File: config.mk
export PLATFORM = sky130hd
export DESIGN_NAME = corr_scan_ctrl
export DESIGN_NICKNAME = d
export VERILOG_FILES = /design/src/rtl/corr_pkg.sv /design/src/rtl/corr_best_tracker.sv /design/src/rtl/corr_scan_ctrl.sv
export SDC_FILE = /design/constraint.sdc
export NUM_CORES = 1
export LEC_CHECK = 0
export BUFFER_PORTS_ARGS = -buffer_cell sky130_fd_sc_hd__buf_4
export CAP_MARGIN = 25
export CORE_UTILIZATION = 50
export DETAILED_ROUTE_END_ITERATION = 12
export PLACE_DENSITY = 0.76
export SYNTH_ARGS = -nofsm -noshare
export SYNTH_HDL_FRONTEND = slang
export SYNTH_SLANG_ARGS = --single-unit
File: constraint.sdc
create_clock -name iCLK -period 3 [get_ports iCLK]
set_input_delay 0.3 -clock iCLK [delete_from_list [all_inputs] [get_ports iCLK]]
set_output_delay 0.3 -clock iCLK [all_outputs]
set_load 0.01 [all_outputs]
File: src/rtl/corr_pkg.sv
// -----------------------------------------------------------------------------
// corr_pkg
// Definitions shared by the correlation scan controller and the correlation
// scorer. It holds the default coordinate and score widths, the matching
// coordinate and score types, and the scan controller state encoding.
// -----------------------------------------------------------------------------
package corr_pkg;

  localparam int COORD_W = 13;
  localparam int SCORE_W = 16;

  typedef logic [COORD_W-1:0] coord_t;
  typedef logic [SCORE_W-1:0] score_t;

  typedef enum logic [2:0] {
    IDLE   = 3'd0,
    LOAD   = 3'd1,
    ISSUE  = 3'd2,
    WAIT   = 3'd3,
    UPDATE = 3'd4,
    DONE   = 3'd5
  } scan_state_e;

endpackage

File: src/rtl/corr_best_tracker.sv
// -----------------------------------------------------------------------------
// corr_best_tracker
// Keeps the lowest score seen during a scan and the coordinates that produced
// it. A new score replaces the stored one only when it is strictly lower, so
// on a tie the earlier raster point is kept.
//
// Ports:
//   clk_i        clock
//   rst_ni       synchronous active-low reset
//   clr_i        clear best registers and the valid flag (new scan accepted)
//   upd_i        offer score_i / x_i / y_i as a candidate
//   score_i      candidate score
//   x_i, y_i     candidate coordinates
//   best_x_o     best candidate X
//   best_y_o     best candidate Y
//   best_score_o best (minimum) score
//   best_valid_o at least one candidate has been offered since the last clear
// -----------------------------------------------------------------------------
module corr_best_tracker #(
  parameter int COORD_W = 13,
  parameter int SCORE_W = 16
) (
  input  logic               clk_i,
  input  logic               rst_ni,
  input  logic               clr_i,
  input  logic               upd_i,
  input  logic [SCORE_W-1:0] score_i,
  input  logic [COORD_W-1:0] x_i,
  input  logic [COORD_W-1:0] y_i,
  output logic [COORD_W-1:0] best_x_o,
  output logic [COORD_W-1:0] best_y_o,
  output logic [SCORE_W-1:0] best_score_o,
  output logic               best_valid_o
);

  logic [COORD_W-1:0] best_x_q;
  logic [COORD_W-1:0] best_y_q;
  logic [SCORE_W-1:0] best_score_q;
  logic               best_valid_q;
  logic               take_new;

  // First score of a scan is always taken; afterwards only a strictly lower one.
  assign take_new = upd_i && (!best_valid_q || (score_i < best_score_q));

  always_ff @(posedge clk_i) begin
    if (!rst_ni || clr_i) begin
      best_x_q     <= '0;
      best_y_q     <= '0;
      best_score_q <= '0;
      best_valid_q <= 1'b0;
    end else if (take_new) begin
      best_x_q     <= x_i;
      best_y_q     <= y_i;
      best_score_q <= score_i;
      best_valid_q <= 1'b1;
    end
  end

  assign best_x_o     = best_x_q;
  assign best_y_o     = best_y_q;
  assign best_score_o = best_score_q;
  assign best_valid_o = best_valid_q;

endmodule

File: src/rtl/corr_scan_ctrl.sv
// -----------------------------------------------------------------------------
// corr_scan_ctrl
// Sweeps candidate window origins over a SEARCH_W x SEARCH_H area in raster
// order, launches the correlation scorer for each candidate, waits for the
// score, and keeps the lowest score with its coordinates.
//
// Optional feature macro: CORR_SCAN_TIMEOUT_EN
//   defined   : per-candidate watchdog of TIMEOUT_CYC cycles in WAIT; expiry
//               sets the sticky oTimeout flag and returns to IDLE, no oDone.
//   undefined : WAIT has no limit and oTimeout is tied low.
//
// Ports:
//   iCLK, iRST_N           clock, synchronous active-low reset
//   iStart, iAbort         start (IDLE only) / abort scan
//   iXorigin, iYorigin     scan origin, latched on accepted start
//   oXstart, oYstart       candidate coordinates to the scorer
//   oCorrStart             one-cycle scorer launch pulse
//   iCorrFinished          scorer finished flag (rising edge used)
//   iCorrScore             scorer result, valid on the finished rising edge
//   oBusy, oDone           not-IDLE flag / scan-complete pulse
//   oBestX/Y/Score/Valid   best match of the current or last scan
//   oTimeout               sticky watchdog flag
// -----------------------------------------------------------------------------
module corr_scan_ctrl #(
  parameter int COORD_W     = 13,
  parameter int SCORE_W     = 16,
  parameter int SEARCH_W    = 64,
  parameter int SEARCH_H    = 48,
  parameter int TIMEOUT_CYC = 4096
) (
  input  logic               iCLK,
  input  logic               iRST_N,
  input  logic               iStart,
  input  logic               iAbort,
  input  logic [COORD_W-1:0] iXorigin,
  input  logic [COORD_W-1:0] iYorigin,
  output logic [COORD_W-1:0] oXstart,
  output logic [COORD_W-1:0] oYstart,
  output logic               oCorrStart,
  input  logic               iCorrFinished,
  input  logic [SCORE_W-1:0] iCorrScore,
  output logic               oBusy,
  output logic               oDone,
  output logic [COORD_W-1:0] oBestX,
  output logic [COORD_W-1:0] oBestY,
  output logic [SCORE_W-1:0] oBestScore,
  output logic               oBestValid,
  output logic               oTimeout
);

  import corr_pkg::*;

  localparam int XOFF_W = (SEARCH_W > 1) ? $clog2(SEARCH_W) : 1;
  localparam int YOFF_W = (SEARCH_H > 1) ? $clog2(SEARCH_H) : 1;
  localparam logic [XOFF_W-1:0] X_LAST = XOFF_W'(SEARCH_W - 1);
  localparam logic [YOFF_W-1:0] Y_LAST = YOFF_W'(SEARCH_H - 1);

  if (SEARCH_W < 1 || SEARCH_H < 1 || TIMEOUT_CYC < 1) begin : g_bad_param
    $error("corr_scan_ctrl: SEARCH_W, SEARCH_H and TIMEOUT_CYC must be >= 1");
  end

  scan_state_e        state_q, state_d;
  logic [COORD_W-1:0] xorg_q, xorg_d, yorg_q, yorg_d;
  logic [XOFF_W-1:0]  xoff_q, xoff_d;
  logic [YOFF_W-1:0]  yoff_q, yoff_d;
  logic [COORD_W-1:0] xstart_q, ystart_q;
  logic [SCORE_W-1:0] score_q;
  logic               fin_q;
  logic               corr_start_q, busy_q, done_q;
  logic               fin_rise, start_acc, timeout_hit;

  // fin_q follows the input every cycle, so a level held high from an earlier
  // candidate never looks like a new edge once WAIT is entered.
  assign fin_rise  = iCorrFinished && !fin_q;
  assign start_acc = (state_q == IDLE) && iStart;

`ifdef CORR_SCAN_TIMEOUT_EN
  localparam int TCNT_W = $clog2(TIMEOUT_CYC + 1);
  logic [TCNT_W-1:0] tcnt_q;
  logic              timeout_q;

  // tcnt_q is 0 on the first WAIT cycle, so expiry is on the TIMEOUT_CYC-th.
  assign timeout_hit = (state_q == WAIT) && !fin_rise &&
                       (tcnt_q == TCNT_W'(TIMEOUT_CYC - 1));

  always_ff @(posedge iCLK) begin
    if (!iRST_N) begin
      tcnt_q    <= '0;
      timeout_q <= 1'b0;
    end else begin
      tcnt_q <= (state_q == WAIT) ? tcnt_q + 1'b1 : '0;
      if (start_acc)
        timeout_q <= 1'b0;
      else if (timeout_hit && !iAbort)
        timeout_q <= 1'b1;
    end
  end

  assign oTimeout = timeout_q;
`else
  assign timeout_hit = 1'b0;
  assign oTimeout    = 1'b0;
`endif

  always_comb begin
    state_d = state_q;
    xorg_d  = xorg_q;
    yorg_d  = yorg_q;
    xoff_d  = xoff_q;
    yoff_d  = yoff_q;
    case (state_q)
      IDLE: begin
        if (iStart) begin
          state_d = LOAD;
          xorg_d  = iXorigin;
          yorg_d  = iYorigin;
          xoff_d  = '0;
          yoff_d  = '0;
        end
      end
      LOAD:  state_d = ISSUE;
      ISSUE: state_d = WAIT;
      WAIT: begin
        if (fin_rise)
          state_d = UPDATE;
        else if (timeout_hit)
          state_d = IDLE;
      end
      UPDATE: begin
        if (xoff_q == X_LAST) begin
          xoff_d = '0;
          yoff_d = yoff_q + 1'b1;
        end else begin
          xoff_d = xoff_q + 1'b1;
        end
        state_d = ((xoff_q == X_LAST) && (yoff_q == Y_LAST)) ? DONE : LOAD;
      end
      DONE:    state_d = IDLE;
      default: state_d = IDLE;
    endcase
    if (iAbort && (state_q != IDLE))
      state_d = IDLE;
  end

  always_ff @(posedge iCLK) begin
    if (!iRST_N) begin
      state_q      <= IDLE;
      xorg_q       <= '0;
      yorg_q       <= '0;
      xoff_q       <= '0;
      yoff_q       <= '0;
      xstart_q     <= '0;
      ystart_q     <= '0;
      score_q      <= '0;
      fin_q        <= 1'b0;
      corr_start_q <= 1'b0;
      busy_q       <= 1'b0;
      done_q       <= 1'b0;
    end else begin
      state_q <= state_d;
      xorg_q  <= xorg_d;
      yorg_q  <= yorg_d;
      xoff_q  <= xoff_d;
      yoff_q  <= yoff_d;
      fin_q   <= iCorrFinished;
      // Coordinates are registered on entry to LOAD, giving the scorer one
      // full cycle of stable coordinates before the ISSUE pulse.
      if (state_d == LOAD) begin
        xstart_q <= xorg_d + COORD_W'(xoff_d);
        ystart_q <= yorg_d + COORD_W'(yoff_d);
      end
      if ((state_q == WAIT) && fin_rise)
        score_q <= iCorrScore;
      corr_start_q <= (state_d == ISSUE);
      busy_q       <= (state_d != IDLE);
      done_q       <= (state_d == DONE);
    end
  end

  // xstart_q/ystart_q still hold the scored candidate during UPDATE.
  corr_best_tracker #(
    .COORD_W (COORD_W),
    .SCORE_W (SCORE_W)
  ) u_best (
    .clk_i        (iCLK),
    .rst_ni       (iRST_N),
    .clr_i        (start_acc),
    .upd_i        (state_q == UPDATE),
    .score_i      (score_q),
    .x_i          (xstart_q),
    .y_i          (ystart_q),
    .best_x_o     (oBestX),
    .best_y_o     (oBestY),
    .best_score_o (oBestScore),
    .best_valid_o (oBestValid)
  );

  assign oXstart    = xstart_q;
  assign oYstart    = ystart_q;
  assign oCorrStart = corr_start_q;
  assign oBusy      = busy_q;
  assign oDone      = done_q;

endmodule

==> results of run 1 <==
## synth_stat cells (3+ instances only)
master / number / area (um2)
sky130_fd_sc_hd__nand2_1: 154 / 578
sky130_fd_sc_hd__dfxtp_1: 130 / 2600
sky130_fd_sc_hd__mux2i_1: 58 / 581
sky130_fd_sc_hd__a21oi_1: 42 / 210
sky130_fd_sc_hd__nor2_1: 40 / 150
sky130_fd_sc_hd__ha_1: 29 / 363
sky130_fd_sc_hd__inv_1: 27 / 101
sky130_fd_sc_hd__and2_1: 24 / 150
sky130_fd_sc_hd__nand3_1: 23 / 115
sky130_fd_sc_hd__clkbuf_1: 22 / 82.6
sky130_fd_sc_hd__o21ai_0: 22 / 110
sky130_fd_sc_hd__mux2_2: 17 / 191
sky130_fd_sc_hd__nand4_1: 16 / 100
sky130_fd_sc_hd__buf_6: 8 / 90.1
sky130_fd_sc_hd__nor3_1: 8 / 40.0
sky130_fd_sc_hd__o211ai_1: 8 / 60.1
sky130_fd_sc_hd__a211oi_1: 7 / 52.6
sky130_fd_sc_hd__a32o_1: 6 / 60.1
sky130_fd_sc_hd__or3_1: 6 / 37.5
sky130_fd_sc_hd__buf_2: 5 / 25.0
sky130_fd_sc_hd__o21a_1: 5 / 37.5
sky130_fd_sc_hd__a2111oi_0: 4 / 35.0
sky130_fd_sc_hd__a211o_1: 4 / 35.0
sky130_fd_sc_hd__a21o_1: 4 / 30.0
sky130_fd_sc_hd__nand3b_1: 4 / 30.0
sky130_fd_sc_hd__o31ai_1: 4 / 30.0
sky130_fd_sc_hd__or4_1: 4 / 30.0
sky130_fd_sc_hd__and3_1: 3 / 18.8
sky130_fd_sc_hd__nor2b_1: 3 / 18.8
sky130_fd_sc_hd__or3b_1: 3 / 26.3
## layer usage
metal	routed length, um	up-vias	track usage (%)
met1	7830	2865	33.9
li1	-	2894	-
met2	8560	201	46.2
met3	1060	44	6.43
met5	0	-	0
met4	423	0	11.1
## worst max-delay path, cell delays in order (launching register included)
cell and delay [ns]:
sky130_fd_sc_hd__dfxtp_4 0.37, sky130_fd_sc_hd__or3b_4 0.46, sky130_fd_sc_hd__or3_4 0.38, sky130_fd_sc_hd__nand2_4 0.08, sky130_fd_sc_hd__ha_4 0.13, sky130_fd_sc_hd__inv_2 0.04, sky130_fd_sc_hd__fa_2 0.38, sky130_fd_sc_hd__nor2b_4 0.16
sky130_fd_sc_hd__o31ai_4 0.11, sky130_fd_sc_hd__a211o_1 0.33, sky130_fd_sc_hd__a2111oi_2 0.28, sky130_fd_sc_hd__a311o_1 0.15
## logic make-up after synthesis
logic type      count (synthesis)
mux                            75
xor+xnor                        4
simple gates                  300
buf+inv                        66
other cells                     1
compound gates                123
fa+ha+maj                      31
flops                         130
## report_power, final
group	switching (uW)	total [uW]	internal (uW)
Clock	814	2150	1340
Sequential	41.2	1820	1780
Combinational	246	452	206
Total	1100	4420	3320
## timing repair
action | in CTS | in global routing
pin swaps | 1 | 17
resized for setup | 10 | 37
buffers inserted | 2 | 7
setup endpoints to repair | 11 | 17
cloned | 0 | 0
## stage by stage
stage                     setup slack [ns]  utilization, %
after CTS                           0.0107            68.8
after global routing               -0.0322            70.4
after floorplan                    -0.0537               -
after global placement              -0.221            63.4
after detailed placement            -0.214            63.4
final                               0.0649            70.4
## cell type report
cell class,count,share of cell area [%]
Clock inverter,14,2.05
Clock buffer,18,5.11
Timing Repair Buffer,185,16.3
Sequential cell,130,30.4
Tap cell,168,2.44
Multi-Input combinational cell,534,42.5
Inverter,27,1.18
## registers in the layout, indices dropped and copies added, names as in the netlist
register / count
xorg_q: 13
oCorrStart: 1
u_best.best_valid_o: 1
u_best.best_y_o: 13
u_best.best_score_o: 16
oDone: 1
yoff_q: 6
oBusy: 1
yorg_q: 13
score_q: 16
xoff_q: 6
fin_q: 1
oYstart: 13
oXstart: 13
state_q: 3
u_best.best_x_o: 13
## layout by cell type, fill, tap and decap left out, drive strengths merged, types with 23 or more instances in the layout
cell,instances
o21ai,23
and2,24
inv,30
nand3,23
nor2,40
mux2i,58
buf,185
dfxtp,130
a21oi,42
ha,29
nand2,154
## path summary, 6_finish.rpt
path                           start                 end  slack [ns]  depth (start not counted)
setup / recovery          state_q[2]         oYstart[10]        0.06                         11
hold / removal                iAbort               oDone         0.1                          2
setup reg to reg          state_q[2]         oYstart[10]        0.06                         11
hold reg to reg   u_best.best_x_o[3]  u_best.best_x_o[3]        0.46                          2
==> flow_summary.toml, run 1 <==
[grt]
first_pass_grt_wire_length_mm = 28.0
globalRouteOverflowTotal = 0
grt_pass1_vias = 5769
largest_net_degree_at_the_start_of_global_routing = 71
grt_antenna_before_repair = 0
grt.total_usage_pct = 27.5

[cells_and_area]
drive_gt1_share_pct = 30.5
combined_area_of_the_multi_input_logic_cells_um2 = 3650
area.growth.synth_to_final_pct = 34.6
fillers = 931
postLayoutCellArea_um2 = 8600
stdcell_count = 1076
antenna_cells_inserted = 0
register_area_um2 = 2610
num-nets-final = 973

[critical_path]
worst_setup_path_end_kind = "register"
crit_fanout = 7
crit_required_ns = 3.36
arrival_ns = 3.30
crit_path_start_kind = "register"
criticalPathCategory = "reg -> reg"

[route]
viasPerCell = 5.58
route.vias.total = 6004
postRouteAntennaNets = 0
remaining_drc_errors = 0
detail_route.first_pass.iterations = 5
routed_wire_length_per_instance_um = 16.6
drt-initial-drc-count = 494
route.final.wire_length_mm = 17.9

[logic_synthesis]
synth-edff-count = 0
synth_async_sr_flop_share_pct = 0
main_combinational_cell_family_by_area_after_synthesis = "simple AND/OR/NAND/NOR gates"
mappedNetlistNets = 808
synth_simple_gate_area_share_pct = 22.2
synth_mux_area_share_pct = 12.1
synth_area_per_cell_um2 = 8.75
yosys.area_share.adder_pct = 6.31
xor_xnor_fraction_of_synth_area_pct = 0.548
synth_compound_gate_area_share_pct = 13.0
synth_cells = 730
seq_area_frac_synth_pct = 40.7
synthesis.area_um2 = 6390
synth-warning-count = 0
yosys.cell_types.count = 59
most_instantiated_flip_flop_cell_in_the_synthesis_netlist = "sky130_fd_sc_hd__dfxtp_1"
synth_seq_cells = 130

[sta]
share_of_the_cycle_needed_by_the_critical_path_after_routing_pct = 97.8
final-hold-violation-count = 0
slew_headroom_pct = 54.1
clock-skew-final_ns = 0.00678
setup_tns_ns = 0
setup-violations-final = 0
worst_pin_slew_ns = 0.688
worst_hold_slack_across_all_endpoints_ns = 0.0961
grt_setup_unrepaired = "yes"
period_minus_slack_ns = 2.94
achievable-frequency_mhz = 341
final_max_slew_viol_count = 0

[placement]
gp_congestion = 0.903
place_hpwl_mm = 12.7
placed_cells = 1035
placedInstanceArea_um2 = 7740
buffer_ports.inserted = 118

[clocking]
tritoncts = "built"
clock_network_latency_to_the_later_pin_of_the_worst_skew_pair_ns = 0.42
clock-root-buffer = "sky130_fd_sc_hd__clkbuf_16"
number_of_buffers_inserted_during_clock_tree_synthesis = 17
clkTransAtPathRegs_ns = 0.06
tritoncts_num_sinks = 130
cts-hold-fix-buffers = 0
clock_h_tree_levels = 4
max-clock-path-buffers = 2

[die]
floorplan.initialDensity_pct = 52.3
dieWidth_um = 115
fp-row-count = 40
core_area_um2 = 12200
i_o_pin_count = 120
die_footprint_um2 = 13200
die_y_um = 115

[pwr]
p_leak_uw = 0.00381
vdd.ir_drop.worst_mv = 0.402
power_density_nw_per_um2 = 514
total_design_power_uw = 4420

[outcome]
status = "finished, final reports clean"

[worst_hold_path]
hold_path.class = "in -> reg"

[flow_run]
total_of_max_cap_violations = 0
(Power assumes the default switching activity.)
==> run 2, diff against run 1 <==
Settings changed: CORE_ASPECT_RATIO from default to 0.75.
==> flow_summary.toml, run 2 (synthesis gave the netlist of run 1 again) <==
[cells_and_area]
final_cell_mix = "sky130_fd_sc_hd__buf_4 (180), sky130_fd_sc_hd__nand2_1 (153), sky130_fd_sc_hd__dfxtp_1 (126)"
drive_gt1_share_pct = 29.4
post_route_core_utilization_pct = 68.6
register_area_um2 = 2610
layout.cells.most_common = "sky130_fd_sc_hd__buf_4"
num-nets-final = 970
area.growth.synth_to_final_pct = 32.7
antenna_cells_inserted = 0
fillers = 954
combined_area_of_the_multi_input_logic_cells_um2 = 3620

[route]
remaining_drc_errors = 0
detail_route.first_pass.iterations = 5
drt-initial-drc-count = 490
postRouteAntennaNets = 0
viasPerCell = 5.60
routed_wire_length_per_instance_um = 17.1
route.final.wire_length_mm = 18.3
route.vias.total = 5989

[pwr]
cell_internal_pwr_uw = 3140
net_switching_fraction_of_the_power_pct = 25.6
pwr-share-seq_pct = 43.1
p_leak_uw = 0.00373
vdd.ir_drop.worst_mv = 0.491
clock_power_share_pct = 45.9
p_sw_uw = 1080
comb_power_share_pct = 11.0
power_density_nw_per_um2 = 498
total_design_power_uw = 4220

[die]
core_area_um2 = 12300
fp-row-count = 35
die_y_um = 99.9
dieWidth_um = 133
die_footprint_um2 = 13200
floorplan.initialDensity_pct = 51.7
i_o_pin_count = 120

[sta]
final_max_slew_viol_count = 0
slew_headroom_pct = 53.5
achievable-frequency_mhz = 338
setup-violations-final = 0
period_minus_slack_ns = 2.96
worst_pin_slew_ns = 0.698
grt_setup_unrepaired = "yes"
final-hold-violation-count = 0
clock-skew-final_ns = 0.00932
share_of_the_cycle_needed_by_the_critical_path_after_routing_pct = 98.6
worst_hold_slack_across_all_endpoints_ns = 0.113

[outcome]
status = "finished, final reports clean"

[grt]
most_utilized_layer_in_the_global_route_result = "met2"
globalRouteOverflowTotal = 0
globalRouteMet3Util_pct = 6.06
met1_routing_resource_usage_after_global_routing_pct = 35.7
grt_antenna_before_repair = 0
grt.total_usage_pct = 27.8
first_pass_grt_wire_length_mm = 28.7
use_met2_pct = 46.4
largest_net_degree_at_the_start_of_global_routing = 86
grt_pass1_vias = 5803

[critical_path]
worst_setup_path_end_kind = "register"
crit_fanout = 6
crit_required_ns = 3.36
crit_path_start_kind = "register"
criticalPathCategory = "reg -> reg"
arrival_ns = 3.32

[worst_hold_path]
hold_path.class = "in -> reg"

[clocking]
clock_h_tree_levels = 4
number_of_buffers_inserted_during_clock_tree_synthesis = 17
tritoncts_num_sinks = 130
clock_network_latency_to_the_later_pin_of_the_worst_skew_pair_ns = 0.42
tritoncts = "built"
clock-root-buffer = "sky130_fd_sc_hd__clkbuf_16"
clkTransAtPathRegs_ns = 0.06
max-clock-path-buffers = 2

[placement]
gp_congestion = 0.906
place_hpwl_mm = 13.4
buffer_ports.inserted = 118

[flow_run]
total_of_max_cap_violations = 0
-- run 2: cell count changes in the layout (fill, tap and decap cells not counted), moves of 3 or more --
cell	before	now
sky130_fd_sc_hd__a2111oi_2	5	1
sky130_fd_sc_hd__buf_4	183	180
sky130_fd_sc_hd__clkinv_4	4	1
sky130_fd_sc_hd__clkinvlp_4	2	6
sky130_fd_sc_hd__o21ai_1	3	6
-- run 2: repair_timing --
action / CTS / global route
setup endpoints to repair: 5 / 14
setup buffers: 0 / 3
gates resized for setup: 6 / 30
pin swaps: 2 / 7
hold buffers: 0 / 0
-- run 2: metal layers --
metal | up-vias | part of all wire (%)
met5 | - | 0
met4 | 0 | 2.2
met3 | 35 | 5.5
met2 | 194 | 47
met1 | 2865 | 45
li1 | 2895 | -
-- run 2: critical path, cell delays in order (launching register included) --
cell	delay (ns)
sky130_fd_sc_hd__dfxtp_4	0.37
sky130_fd_sc_hd__or3b_4	0.43
sky130_fd_sc_hd__or3_4	0.39
sky130_fd_sc_hd__nand2_2	0.10
sky130_fd_sc_hd__ha_4	0.15
sky130_fd_sc_hd__inv_1	0.06
sky130_fd_sc_hd__fa_2	0.37
sky130_fd_sc_hd__nor2b_4	0.15
sky130_fd_sc_hd__o31ai_4	0.09
sky130_fd_sc_hd__a211o_1	0.36
sky130_fd_sc_hd__a2111oi_4	0.29
sky130_fd_sc_hd__a311o_1	0.16
-- run 2: power by group through the flow --
stage | logic, uW | clock network (uW) | registers, uW
global placement | 430 | 0 | 1850
finish | 463 | 1940 | 1820
CTS | 446 | 1950 | 1820
floorplan | 236 | 0 | 1850
detailed placement | 441 | 0 | 1860
global route | 499 | 2030 | 1820
-- run 2: cell type report --
type                       count  area share (%)
multi-input combinational    534            42.7
sequential                   130            30.8
timing repair buffer         182            16.3
clock buffer                  18            5.18
tap                          166            2.45
clock inverter                13            1.33
inverter                      27            1.20
-- run 2: path summary, 6_finish.rpt --
check                                   startpoint                 end  slack [ns]  cells past startpoint
worst max-delay path                    state_q[2]         oYstart[10]        0.04                     11
worst min-delay path                 iCorrFinished               fin_q        0.11                      2
worst max register to register          state_q[2]         oYstart[10]        0.04                     11
worst min register to register  u_best.best_x_o[0]  u_best.best_x_o[0]        0.46                      2
-- run 2: per-stage QoR --
| stage | instance area (um2) | TNS, ns | worst slack, ns | std cells |
|---|---|---|---|---|
| 2_1_floorplan | 6410 | -0.0898 | -0.0537 | 730 |
| 3_3_place_gp | 7750 | 0 | 0.0197 | 1035 |
| 3_5_place_dp | 7760 | -0.172 | -0.0647 | 1036 |
| 4_1_cts | 8330 | 0 | 0.00420 | 1067 |
| 5_1_grt | 8470 | -0.177 | -0.0358 | 1070 |
| 6_report | 8470 | 0 | 0.0410 | 1070 |
